<file path="src/rtl/usb_pattern_producer_pkg.sv">
// Shared encodings for the FX3 slave-FIFO pattern producer: data modes, FSM states
// and the packet header magic byte.
package usb_pattern_producer_pkg;

    typedef enum logic [1:0] {
        MODE_CNT   = 2'd0,
        MODE_WALK  = 2'd1,
        MODE_ALT   = 2'd2,
        MODE_CONST = 2'd3
    } mode_e;

    typedef enum logic [2:0] {
        ST_IDLE    = 3'd0,
        ST_WT_FIFO = 3'd1,
        ST_WR_PKT  = 3'd2,
        ST_PAUSE   = 3'd3,
        ST_WT_DONE = 3'd4
    } state_e;

    localparam logic [7:0] HDR_MAGIC = 8'hA5;

endpackage

</file>
<file path="src/rtl/usb_pattern_producer_gen.sv">
// Pattern state holder: presents the current word of the selected pattern on dt_o
// and steps that pattern when adv_i is high; clr_i restarts every pattern.
module usb_pattern_gen
    import usb_pattern_producer_pkg::*;
#(
    parameter int DATA_W = 32
) (
    input  logic              clk_i,
    input  logic              rst_i,
    input  logic              clr_i,
    input  logic              adv_i,
    input  logic [1:0]        mode_i,
    input  logic [DATA_W-1:0] const_i,
    output logic [DATA_W-1:0] dt_o
);

    logic [DATA_W-1:0] r_cnt;
    logic [DATA_W-1:0] r_walk;
    logic              r_alt;

    // phase 0 gives ...1010 (A..A), phase 1 gives ...0101 (5..5)
    function automatic logic [DATA_W-1:0] alt_word(input logic phase);
        logic [DATA_W-1:0] w;
        for (int i = 0; i < DATA_W; i++) begin
            w[i] = (i % 2 == 1) ^ phase;
        end
        return w;
    endfunction

    always_ff @(posedge clk_i) begin
        if (rst_i || clr_i) begin
            r_cnt  <= '0;
            r_walk <= {{(DATA_W-1){1'b0}}, 1'b1};
            r_alt  <= 1'b0;
        end else if (adv_i) begin
            case (mode_e'(mode_i))
                MODE_CNT:  r_cnt  <= r_cnt + DATA_W'(1);
                MODE_WALK: r_walk <= {r_walk[DATA_W-2:0], r_walk[DATA_W-1]};
                MODE_ALT:  r_alt  <= ~r_alt;
                default:   ;
            endcase
        end
    end

    always_comb begin
        dt_o = r_cnt;
        case (mode_e'(mode_i))
            MODE_CNT:   dt_o = r_cnt;
            MODE_WALK:  dt_o = r_walk;
            MODE_ALT:   dt_o = alt_word(r_alt);
            MODE_CONST: dt_o = const_i;
            default:    dt_o = r_cnt;
        endcase
    end

endmodule

</file>
<file path="src/rtl/usb_pattern_producer.sv">
// FX3 slave-FIFO test-data source: alternating short/full packets with flow control.
// Optional packet header word enabled by defining USB_PROD_HDR_EN.
module usb_pattern_producer
    import usb_pattern_producer_pkg::*;
#(
    parameter int DATA_W = 32,
    parameter int LEN_W  = 10,
    parameter int CNT_W  = 16
) (
    input  logic              clk_i,
    input  logic              rst_i,
    input  logic              en_i,
    input  logic [1:0]        mode_i,
    input  logic [DATA_W-1:0] const_i,
    input  logic [LEN_W-1:0]  short_len_i,
    input  logic [LEN_W-1:0]  full_len_i,
    input  logic              done_i,
    input  logic              fifo_epty_i,
    input  logic              fifo_full_i,
    input  logic              fifo_almst_full_i,
    output logic              fifo_wr_o,
    output logic [DATA_W-1:0] dt_o,
    output logic              pkt_last_o,
    output logic [CNT_W-1:0]  pkt_cnt_o,
    output logic              busy_o
);

    state_e            r_state;
    state_e            w_state_nxt;
    logic              r_is_full;
    logic [LEN_W-1:0]  r_len;
    logic [LEN_W-1:0]  r_wcnt;
    logic [1:0]        r_mode;
    logic              r_wr;
    logic [DATA_W-1:0] r_dt;
    logic              r_last;
    logic [CNT_W-1:0]  r_pkt_cnt;
    logic              r_busy;

    logic [LEN_W-1:0]  w_cur_len;
    logic [LEN_W-1:0]  w_wcnt_nxt;
    logic              w_fifo_rdy;
    logic              w_both_zero;
    logic              w_wr;
    logic              w_last;
    logic              w_start;
    logic              w_toggle;
    logic              w_commit;
    logic              w_adv;
    logic              w_clr;
    logic [DATA_W-1:0] w_pat_dt;
    logic [DATA_W-1:0] w_word;

    assign w_cur_len   = r_is_full ? full_len_i : short_len_i;
    assign w_wcnt_nxt  = r_wcnt + LEN_W'(1);
    assign w_fifo_rdy  = fifo_epty_i & ~fifo_full_i & ~fifo_almst_full_i;
    assign w_both_zero = (short_len_i == '0) && (full_len_i == '0);
    assign w_clr       = (r_state == ST_IDLE);

    usb_pattern_gen #(
        .DATA_W (DATA_W)
    ) u_gen (
        .clk_i   (clk_i),
        .rst_i   (rst_i),
        .clr_i   (w_clr),
        .adv_i   (w_adv),
        .mode_i  (r_mode),
        .const_i (const_i),
        .dt_o    (w_pat_dt)
    );

`ifdef USB_PROD_HDR_EN
    logic [31:0] w_hdr;
    logic        w_hdr_word;

    // Header occupies word 1 of the packet; the pattern holds still underneath it.
    assign w_hdr      = {HDR_MAGIC, 8'(r_pkt_cnt), 16'(r_len)};
    assign w_hdr_word = (r_wcnt == '0);
    assign w_word     = w_hdr_word ? DATA_W'(w_hdr) : w_pat_dt;
    assign w_adv      = w_wr & ~w_hdr_word;
`else
    assign w_word = w_pat_dt;
    assign w_adv  = w_wr;
`endif

    always_comb begin
        w_state_nxt = r_state;
        w_wr        = 1'b0;
        w_last      = 1'b0;
        w_start     = 1'b0;
        w_toggle    = 1'b0;
        w_commit    = 1'b0;
        case (r_state)
            ST_IDLE: begin
                if (en_i) w_state_nxt = ST_WT_FIFO;
            end
            ST_WT_FIFO: begin
                if (!en_i) begin
                    w_state_nxt = ST_IDLE;
                end else if (w_both_zero) begin
                    w_state_nxt = ST_WT_FIFO;
                end else if (w_cur_len == '0) begin
                    w_toggle = 1'b1;
                end else if (w_fifo_rdy) begin
                    w_start     = 1'b1;
                    w_state_nxt = ST_WR_PKT;
                end
            end
            ST_WR_PKT: begin
                // A full FIFO holds the current word; it is retried, never skipped.
                if (!fifo_full_i) begin
                    w_wr = 1'b1;
                    if (w_wcnt_nxt == r_len) begin
                        w_last      = 1'b1;
                        w_state_nxt = ST_WT_DONE;
                    end else if (fifo_almst_full_i) begin
                        w_state_nxt = ST_PAUSE;
                    end
                end else if (fifo_almst_full_i) begin
                    w_state_nxt = ST_PAUSE;
                end
            end
            ST_PAUSE: begin
                if (!fifo_almst_full_i) w_state_nxt = ST_WR_PKT;
            end
            ST_WT_DONE: begin
                if (done_i) begin
                    w_commit    = 1'b1;
                    w_toggle    = 1'b1;
                    w_state_nxt = en_i ? ST_WT_FIFO : ST_IDLE;
                end
            end
            default: w_state_nxt = ST_IDLE;
        endcase
    end

    always_ff @(posedge clk_i) begin
        if (rst_i) begin
            r_state   <= ST_IDLE;
            r_is_full <= 1'b0;
            r_len     <= '0;
            r_wcnt    <= '0;
            r_mode    <= '0;
            r_wr      <= 1'b0;
            r_dt      <= '0;
            r_last    <= 1'b0;
            r_pkt_cnt <= '0;
            r_busy    <= 1'b0;
        end else begin
            r_state <= w_state_nxt;
            r_wr    <= w_wr;
            r_last  <= w_last;
            r_busy  <= (w_state_nxt != ST_IDLE);
            if (w_wr) r_dt <= w_word;

            if (r_state == ST_IDLE) r_is_full <= 1'b0;
            else if (w_toggle)      r_is_full <= ~r_is_full;

            if (w_start) begin
                r_len  <= w_cur_len;
                r_mode <= mode_i;
                r_wcnt <= '0;
            end else if (w_wr) begin
                r_wcnt <= w_wcnt_nxt;
            end

            if (w_commit) r_pkt_cnt <= r_pkt_cnt + CNT_W'(1);
        end
    end

    assign fifo_wr_o  = r_wr;
    assign dt_o       = r_dt;
    assign pkt_last_o = r_last;
    assign pkt_cnt_o  = r_pkt_cnt;
    assign busy_o     = r_busy;

endmodule

</file>
<file path="config.mk">
export PLATFORM = sky130hd
export DESIGN_NAME = usb_pattern_producer
export DESIGN_NICKNAME = d
export VERILOG_FILES = /design/src/rtl/usb_pattern_producer_pkg.sv /design/src/rtl/usb_pattern_producer_gen.sv /design/src/rtl/usb_pattern_producer.sv
export SDC_FILE = /design/constraint.sdc
export NUM_CORES = 1
export LEC_CHECK = 0
export CAP_MARGIN = 10
export CORE_MARGIN = 4
export CORE_UTILIZATION = 35
export DETAILED_ROUTE_END_ITERATION = 8
export PLACE_DENSITY_LB_ADDON = 0.25
export SLEW_MARGIN = 20
export SYNTH_ARGS = -nofsm -noshare
export SYNTH_HDL_FRONTEND = slang
export SYNTH_SLANG_ARGS = --single-unit
</file>
<file path="constraint.sdc">
create_clock -name clk_i -period 2.96 [get_ports clk_i]
set_input_delay 0.296 -clock clk_i [delete_from_list [all_inputs] [get_ports clk_i]]
set_output_delay 0.296 -clock clk_i [all_outputs]
set_load 0.005 [all_outputs]
</file>
==> results.py, run 1 <==
metrics = {
    "run_status": {
        "status": "finished clean",
    },
    "routing": {
        "vias_per_cell": 5.20,
        "drt_iter0_drc": 389,
        "wl_per_cell_um": 15.6,
        "vias": 6108,
        "drcViolationCount": 0,
        "ant_nets": 0,
        "routed_wl_mm": 18.3,
        "dr.pass1.iters": 5,
    },
    "critical_path": {
        "regToRegSetupSlack_ps": 580,
        "crit_type": "register to register",
        "worstSetupEndpointType": "register",
        "max_stage_delay_ps": 670,
        "path_cells": "or4b_4 -> buf_4 -> or2_2 -> nand2_1 -> a21oi_1",
        "r2r_cells": 5,
        "start_kind": "register",
        "r2r_end": "u_gen.r_walk[6]",
        "slowest_stage": "or4b_4",
        "critPathMaxFanout": 35,
        "required_ps": 3230,
        "critPathArrivalTime_ps": 2640,
        "reg2reg_from": "r_state[0]",
    },
    "timing": {
        "tightestPinTransition_ps": 812,
        "period_minus_slack_ps": 2380,
        "setup_tns_ps": 0,
        "timing.slew.headroom_pct": 45.9,
        "fmax_ghz": 0.421,
        "finalSetupViolCount": 0,
        "fin_worst_skew_ps": 10.9,
        "rsz0062_at_grt": "no",
        "slew_violations": 0,
        "report.final.hold_viol_count": 0,
        "period_share_pct": 80.3,
    },
    "final_layout": {
        "utilization_pct": 46.5,
        "final_area_sq_um": 8500,
        "diodes": 0,
        "drive_above_1_share_pct": 7.30,
        "fill_cells": 1809,
        "fin_cells": 1174,
        "syn_to_final_growth_pct": 28.7,
        "nets": 996,
    },
    "floorplanning": {
        "die-area_sq_um": 21100,
        "boundaryPins": 112,
        "row_count": 49,
        "coreArea_sq_um": 18300,
        "die_h_um": 145,
        "start_util_pct": 36.2,
        "die_w_um": 145,
    },
    "yosys": {
        "synth_top_cell_by_area": "dfxtp_1",
        "synth-main-ff-cell": "dfxtp_1",
        "syn_area_per_cell_sq_um": 7.83,
        "ys_types": 50,
        "synth_nets": 908,
        "synth_edf_count": 0,
        "synth.most_common_cell": "dfxtp_1",
        "netlist_area_sq_um": 6610,
        "synth_common_cells": "dfxtp_1, nor2_1, nand2_1, a21oi_1, clkbuf_1",
        "yosysSeqAreaShare_pct": 43.0,
        "ys_top_cells_by_area": "dfxtp_1, nor2_1, a21oi_1, nand2_1, xor2_1",
        "netlist_instances": 844,
        "async_flop_share_pct": 0,
        "ys_warn_count": 0,
        "synth_top_cell_area_share_pct": 43.0,
        "ys_ff_latch": 142,
    },
    "pwr": {
        "ir_drop_v": 0.000331,
        "power_w": 0.00423,
        "power_density_nw_per_um2": 497,
        "p_leak_nw": 2.84,
    },
    "placed_design": {
        "place_congestion": 0.823,
        "dp_cells": 1142,
        "io_buffer_count": 111,
        "dpl_cell_area_sq_um": 7920,
        "dp_hpwl_mm": 12.8,
    },
    "clock_network": {
        "clockBufferDepth": 2,
        "htree_num_levels": 4,
        "postCtsResizedCells": 0,
        "cts_buffers": 17,
        "ctsHoldBuffers": 0,
        "cts_tree": "yes",
        "insertion_delay_ps": 430,
        "clk_pin_slew_ps": 70,
        "post-cts-setup-buffers": 0,
        "clkSinkCount": 142,
        "clockRootBuffer": "clkbuf_16",
    },
    "global_routing": {
        "grt_start_max_net_pins": 66,
        "antenna_found_initial": 0,
        "grt_usage_pct": 17.6,
        "first_global_vias": 5976,
        "grt_pass1_wl_mm": 30.6,
        "overflow": 0,
    },
    "flow_run": {
        "maxCapViolCount": 0,
    },
    "worst_hold_path": {
        "hold_class": "register to register",
        "hold_end": "u_gen.r_walk[23]",
        "min_path_cells": 2,
        "hp-start": "u_gen.r_walk[22]",
    },
}
==> placed cells by master, fill, tap and decap left out, types with 7 or more instances in the layout <==
cell,count
clkbuf_16,17
xnor2_1,24
o22ai_1,31
o21ai_0,47
nor4_1,7
or3_1,15
xor2_1,29
clkdlybuf4s50_1,110
a21oi_1,83
a211oi_1,12
inv_1,10
mux2i_1,13
nand3_1,21
and3_1,12
buf_4,20
nor2_1,130
dfxtp_1,142
nand2_1,92
nand4_1,21
nor3_1,42
==> stage by stage <==
stage	worst slack (ps)	hold WS (ps)
after floorplan	623	443
final	584	470
after CTS	575	470
after detailed placement	192	461
after global routing	359	491
after global placement	223	458
==> per-layer routing <==
layer  vias to the layer above  track usage (%)  wire (um)  share of wire [%]
li1                       3133                -          -                  -
met1                      2806             23.1       8640                 47
met2                       151             29.0       8610                 47
met5                         -                0          0                  0
met4                         0             5.41        257                1.4
met3                        18             3.96        783                4.3
==> critical path: cells and delay by family (launching register included) <==
family / cells / cell delay (ps)
and+or+nand+nor: 3 / 1430
AOI/OAI and AO/OA: 1 / 80
DFF: 1 / 390
buffers and inverters: 1 / 310
==> sequential cells by signal (all words and copies together), names as in the netlist <==
signal        cells
r_mode            2
pkt_last_o        1
u_gen.r_cnt      32
pkt_cnt_o        16
r_state           3
r_wcnt           10
r_is_full         1
fifo_wr_o         1
u_gen.r_alt       1
u_gen.r_walk     32
dt_o             32
r_len            10
busy_o            1
==> power by group <==
group	internal, W	switching (W)	leakage [nW]
registers	0.00192	0.00000775	1.14
clock network	0.00119	0.000927	0.287
logic	0.000102	0.0000821	1.41
total	0.00321	0.00102	2.84
==> cells by family (layout without fill, tap and decap cells) <==
logic type	Yosys count	count (layout)	share of synthesized area [%]
AO/OA/AOI/OAI	189	189	16.2
multiplexers	14	14	2.14
adder cells (fa/ha/maj)	3	3	0.568
buffers and inverters	73	174	4.49
flip-flops	142	142	43.0
AND/OR/NAND/NOR	370	370	26.6
XOR/XNOR	53	53	7.03
==> worst max path at each step <==
stage                           start         endpoint
final                      r_state[0]  u_gen.r_walk[6]
after global routing       r_state[1]  u_gen.r_cnt[18]
after CTS                  r_state[1]  u_gen.r_walk[6]
after detailed placement  fifo_full_i  u_gen.r_walk[6]
after global placement    fifo_full_i  u_gen.r_walk[6]
after floorplan            r_state[0]  u_gen.r_cnt[29]
==> area by class of cell <==
cell class	instances	area, sq um	area share [%]
clock buffer	17	425	5.00
clock inverter	15	156	1.84
inverter	10	37.5	0.442
multi-input combinational	629	3480	40.9
sequential	142	2840	33.4
tap	229	287	3.37
timing repair buffer	132	1280	15.0
(Power assumes the default switching activity.)
==> run 2, diff against run 1 <==
Clock period 2.96 ns to 1.9 ns, I/O delays scaled along.
==> results.py, run 2 (synthesis gave the netlist of run 1 again) <==
metrics = {
    "global_routing": {
        "antenna_found_initial": 0,
        "first_global_vias": 6170,
        "grt_start_max_net_pins": 35,
        "grt_usage_pct": 17.9,
        "overflow": 0,
        "grt_pass1_wl_mm": 31.1,
    },
    "critical_path": {
        "worstSetupEndpointType": "register",
        "max_stage_delay_ps": 570,
        "critPathMaxFanout": 5,
        "start_kind": "register",
        "path_cells": "or4b_4 -> nor4_4 -> nand4_1 -> buf_4 -> or4_1 -> nand2_1",
        "slowest_stage": "or4b_4",
        "required_ps": 2260,
        "crit_type": "register to register",
        "critPathArrivalTime_ps": 2510,
    },
    "routing": {
        "vias_per_cell": 5.16,
        "drt_iter0_drc": 346,
        "routed_wl_mm": 19.5,
        "ant_nets": 0,
        "vias": 6462,
        "dr.pass1.iters": 5,
        "drcViolationCount": 0,
        "wl_per_cell_um": 15.5,
    },
    "timing": {
        "fmax_ghz": 0.465,
        "slew_violations": 0,
        "tightestPinTransition_ps": 545,
        "finalWorstSetupSlack_ps": -251,
        "period_minus_slack_ps": 2150,
        "fin_worst_skew_ps": 9.92,
        "timing.slew.headroom_pct": 63.6,
        "finalSetupViolCount": 73,
        "worst_hold_slack_ps": 80.0,
        "report.final.hold_viol_count": 0,
        "rsz0062_at_grt": "yes",
        "period_share_pct": 113,
    },
    "floorplanning": {
        "start_util_pct": 36.2,
        "die_w_um": 145,
        "row_count": 49,
        "coreArea_sq_um": 18300,
        "boundaryPins": 112,
        "die_h_um": 145,
        "die-area_sq_um": 21100,
    },
    "run_status": {
        "violations": "setup timing",
        "status": "finished, violations left",
    },
    "final_layout": {
        "drive_above_1_share_pct": 19.4,
        "fin_cells": 1252,
        "diodes": 0,
        "final_area_sq_um": 9640,
        "layout_common_cells": "dfxtp_1, nor2_1, clkdlybuf4s50_1",
        "nets": 1075,
        "utilization_pct": 52.8,
        "final_common_cell": "dfxtp_1",
        "syn_to_final_growth_pct": 45.9,
        "fill_cells": 1777,
    },
    "placed_design": {
        "dp_cells": 1209,
        "dpl_cell_area_sq_um": 8620,
        "place_congestion": 0.812,
        "io_buffer_count": 111,
        "dp_hpwl_mm": 13.5,
    },
    "worst_hold_path": {
        "hold_class": "input pin to register",
    },
    "pwr": {
        "p_sw_w": 0.00144,
        "p_int_w": 0.00529,
        "power_density_nw_per_um2": 698,
        "combPwrFrac_pct": 4.9,
        "p_leak_nw": 3.36,
        "switching_share_pct": 21.4,
        "clockPowerShare_pct": 50.6,
        "seqPwrFrac_pct": 44.5,
        "ir_drop_v": 0.000567,
    },
    "flow_run": {
        "maxCapViolCount": 0,
    },
    "clock_network": {
        "cts_tree": "yes",
        "clockRootBuffer": "clkbuf_16",
        "clk_pin_slew_ps": 60,
        "cts_buffers": 17,
        "clkSinkCount": 142,
        "insertion_delay_ps": 420,
        "clockBufferDepth": 2,
        "htree_num_levels": 4,
    },
}
-- run 2: power groups by stage --
stage	Clock [W]	Combinational, W	Sequential (W)
after floorplan	0	0.000123	0.00306
after global placement	0	0.000315	0.00306
after detailed placement	0	0.000313	0.00306
after CTS	0.00347	0.000318	0.00300
after global routing	0.00361	0.000357	0.00300
final	0.00340	0.000330	0.00300
-- run 2: final cells by class --
class                      instances  area, sq um  area share [%]
clock buffer                      20          457            4.74
clock inverter                    11          140            1.45
inverter                          10         37.5           0.389
multi-input combinational        629         3860            40.0
sequential                       142         2850            29.5
tap                              229          287            2.97
timing repair buffer             211         2020            20.9
-- run 2: what timing repair did --
item | 4_1_cts | 5_1_grt
buffers inserted | 4 | 4
hold buffers | 0 | 0
pin swaps | 7 | 10
setup endpoints to repair | 80 | 98
resized for setup | 16 | 36
gates cloned | 2 | 3
-- run 2: final timing paths --
kind               startpoint                to  slack, ps  depth (start not counted)
min                     rst_i      pkt_cnt_o[2]         80                          2
min reg2reg  u_gen.r_walk[10]  u_gen.r_walk[11]        470                          2
max reg2reg        r_state[2]   u_gen.r_cnt[30]       -250                          6
max                r_state[2]   u_gen.r_cnt[30]       -250                          6
-- run 2: through the flow --
step | TNS [ps] | power, W | setup WS [ps]
floorplan | -4650 | 0.00318 | -344
global placement | -46190 | 0.00338 | -558
detailed placement | -47570 | 0.00338 | -609
CTS | -5170 | 0.00678 | -135
global route | -10600 | 0.00696 | -320
finish | -5650 | 0.00673 | -251
-- run 2: critical path, delay by kind of cell (launching register included) --
family        cells  cell delay, ps
flops             1             320
buf+inv           1             190
simple gates      5            1590
-- run 2: layer usage --
metal	up-vias	global-route usage (%)	wire length, um
li1	3287	-	-
met1	2985	24.0	9110
met2	170	28.4	8920
met3	20	4.61	1140
met4	0	5.41	286
met5	-	0	0
==> run 3, diff against run 2 <==
Settings changed: ABC_AREA set to 1.
==> results.py, run 3 <==
metrics = {
    "final_layout": {
        "diodes": 0,
        "utilization_pct": 48.6,
        "final_area_sq_um": 9500,
        "seq_area_sq_um": 2850,
        "fin_cells": 1399,
        "fill_cells": 1970,
        "final_common_cell": "nand2_1",
        "drive_above_1_share_pct": 13.1,
        "multi_input_area_sq_um": 3550,
        "nets": 1185,
        "syn_to_final_growth_pct": 35.9,
        "layout_common_cells": "nand2_1, dfxtp_1, inv_1",
    },
    "pwr": {
        "power_w": 0.00652,
        "ir_drop_v": 0.000643,
        "seqPwrFrac_pct": 45.9,
        "switching_share_pct": 23.0,
        "p_leak_nw": 3.51,
        "combPwrFrac_pct": 5.5,
        "p_sw_w": 0.00150,
        "clockPowerShare_pct": 48.6,
        "p_int_w": 0.00502,
        "power_density_nw_per_um2": 687,
    },
    "timing": {
        "report.final.hold_viol_count": 0,
        "period_share_pct": 98.8,
        "fmax_ghz": 0.533,
        "slew_violations": 0,
        "period_minus_slack_ps": 1880,
        "tightestPinTransition_ps": 779,
        "setup_tns_ps": 0,
        "rsz0062_at_grt": "yes",
        "fin_worst_skew_ps": 11.4,
        "finalSetupViolCount": 0,
        "timing.slew.headroom_pct": 48.1,
    },
    "floorplanning": {
        "die-area_sq_um": 22300,
        "row_count": 51,
        "die_w_um": 149,
        "start_util_pct": 35.8,
        "coreArea_sq_um": 19500,
        "boundaryPins": 112,
        "die_h_um": 149,
    },
    "placed_design": {
        "place_congestion": 0.881,
        "dp_cells": 1363,
        "dp_hpwl_mm": 15.8,
        "io_buffer_count": 111,
        "dpl_cell_area_sq_um": 8790,
    },
    "routing": {
        "drt_iter0_drc": 669,
        "vias": 7034,
        "dr.pass1.iters": 5,
        "wl_per_cell_um": 15.2,
        "ant_nets": 0,
        "vias_per_cell": 5.03,
        "drcViolationCount": 0,
        "routed_wl_mm": 21.2,
    },
    "critical_path": {
        "crit_type": "register to register",
        "path_delay_family": "simple AND/OR/NAND/NOR gates",
        "critPathMaxFanout": 5,
        "crit_buf_inv": 3,
        "slowest_stage": "dfxtp_2",
        "start_kind": "register",
        "required_ps": 2230,
        "max_stage_delay_ps": 330,
        "regToRegSetupSlack_ps": 20,
        "path_cells": "inv_2 -> nor3_4 -> nand2_2 -> nor2_4 -> buf_4 -> nand3_4 -> nor4_4 -> buf_4 -> nand4_1 -> nor2_1 -> nor2_1",
        "critPathArrivalTime_ps": 2210,
        "worstSetupEndpointType": "register",
    },
    "yosys": {
        "synth_common_cells": "nand2_1, dfxtp_1, inv_1, nor2_1, a21oi_1",
        "synth_nets": 1034,
        "async_flop_share_pct": 0,
        "synth-main-ff-cell": "dfxtp_1",
        "netlist_area_sq_um": 6990,
        "ys_ff_latch": 142,
        "ys_types": 39,
        "synth_top_cell_by_area": "dfxtp_1",
        "ys_warn_count": 0,
        "synth_edf_count": 0,
        "netlist_instances": 970,
        "ys_top_cells_by_area": "dfxtp_1, nand2_1, a221oi_1, inv_1, a21oi_1",
        "synth.most_common_cell": "nand2_1",
        "synth_top_cell_area_share_pct": 40.7,
        "yosysSeqAreaShare_pct": 40.7,
        "syn_area_per_cell_sq_um": 7.21,
    },
    "global_routing": {
        "first_global_vias": 6451,
        "grt_pass1_wl_mm": 33.9,
        "grt_usage_pct": 19.2,
        "overflow": 0,
        "grt_start_max_net_pins": 48,
        "antenna_found_initial": 0,
    },
    "run_status": {
        "status": "finished clean",
    },
    "worst_hold_path": {
        "hold_class": "input pin to register",
    },
    "clock_network": {
        "htree_num_levels": 4,
        "clockRootBuffer": "clkbuf_16",
        "cts_buffers": 17,
        "clk_pin_slew_ps": 70,
        "clockBufferDepth": 2,
        "cts_tree": "yes",
        "insertion_delay_ps": 430,
        "clkSinkCount": 142,
    },
    "flow_run": {
        "maxCapViolCount": 0,
    },
}
## run 3: area by class of cell
cell class	count	share of cell area, %
repair buffers	177	17.8
well taps	265	3.49
multi-input cells	646	37.3
clock buffers	20	4.70
clock inverters	12	1.16
flip-flops and latches	142	30.0
inverters	137	5.47
## run 3: path summary, 6_finish.rpt
check | startpoint | to | cells after the start
setup / recovery | r_state[1] | u_gen.r_cnt[22] | 11
hold / removal | mode_i[0] | r_mode[0] | 3
setup reg to reg | r_state[1] | u_gen.r_cnt[22] | 11
hold reg to reg | u_gen.r_cnt[31] | u_gen.r_cnt[31] | 2
## run 3: cell families after synthesis
logic type,count (synthesis),share of synthesized area (%)
AND/OR/NAND/NOR,378,25.1
buffers and inverters,182,10.0
XOR/XNOR,12,1.50
flip-flops,142,40.7
AO/OA/AOI/OAI,253,22.2
adder cells (fa/ha/maj),3,0.537
## run 3: stage by stage
stage	hold WS (ps)	setup WS [ps]
floorplan	345	143
detailed placement	464	-79.1
finish	398	23.1
global placement	454	-48.3
global route	407	-108
CTS	390	36.2
## run 3: worst register-to-register path, stage by stage (launching register included)
cell and delay [ps]:
dfxtp_2 330, inv_2 50, nor3_4 230, nand2_2 110, nor2_4 210, buf_4 160
nand3_4 80, nor4_4 140, buf_4 170, nand4_1 130, nor2_1 130, nor2_1 50
## run 3: power groups by stage
stage | clock, W | sequential (W) | combinational [W]
6_report | 0.00317 | 0.00299 | 0.000358
5_1_grt | 0.00335 | 0.00299 | 0.000389
3_3_place_gp | 0 | 0.00306 | 0.000352
2_1_floorplan | 0 | 0.00306 | 0.000125
3_5_place_dp | 0 | 0.00306 | 0.000353
4_1_cts | 0.00321 | 0.00299 | 0.000355
## run 3: layer usage
metal / up-vias / GRT usage (%) / wire (um) / part of all wire (%)
li1: 3606 / - / - / -
met1: 3214 / 27.4 / 10100 / 48
met2: 192 / 28.9 / 9360 / 44
met3: 22 / 4.77 / 1400 / 6.6
met4: 0 / 5.63 / 332 / 1.6
met5: - / 0 / 0 / 0
## run 3: timing repair
action / 4_1_cts / 5_1_grt
cloned: 0 / 0
pin swaps: 0 / 16
resized for setup: 1 / 33
setup endpoints to repair: 2 / 39
hold buffers: 0 / 0
setup buffers: 0 / 4
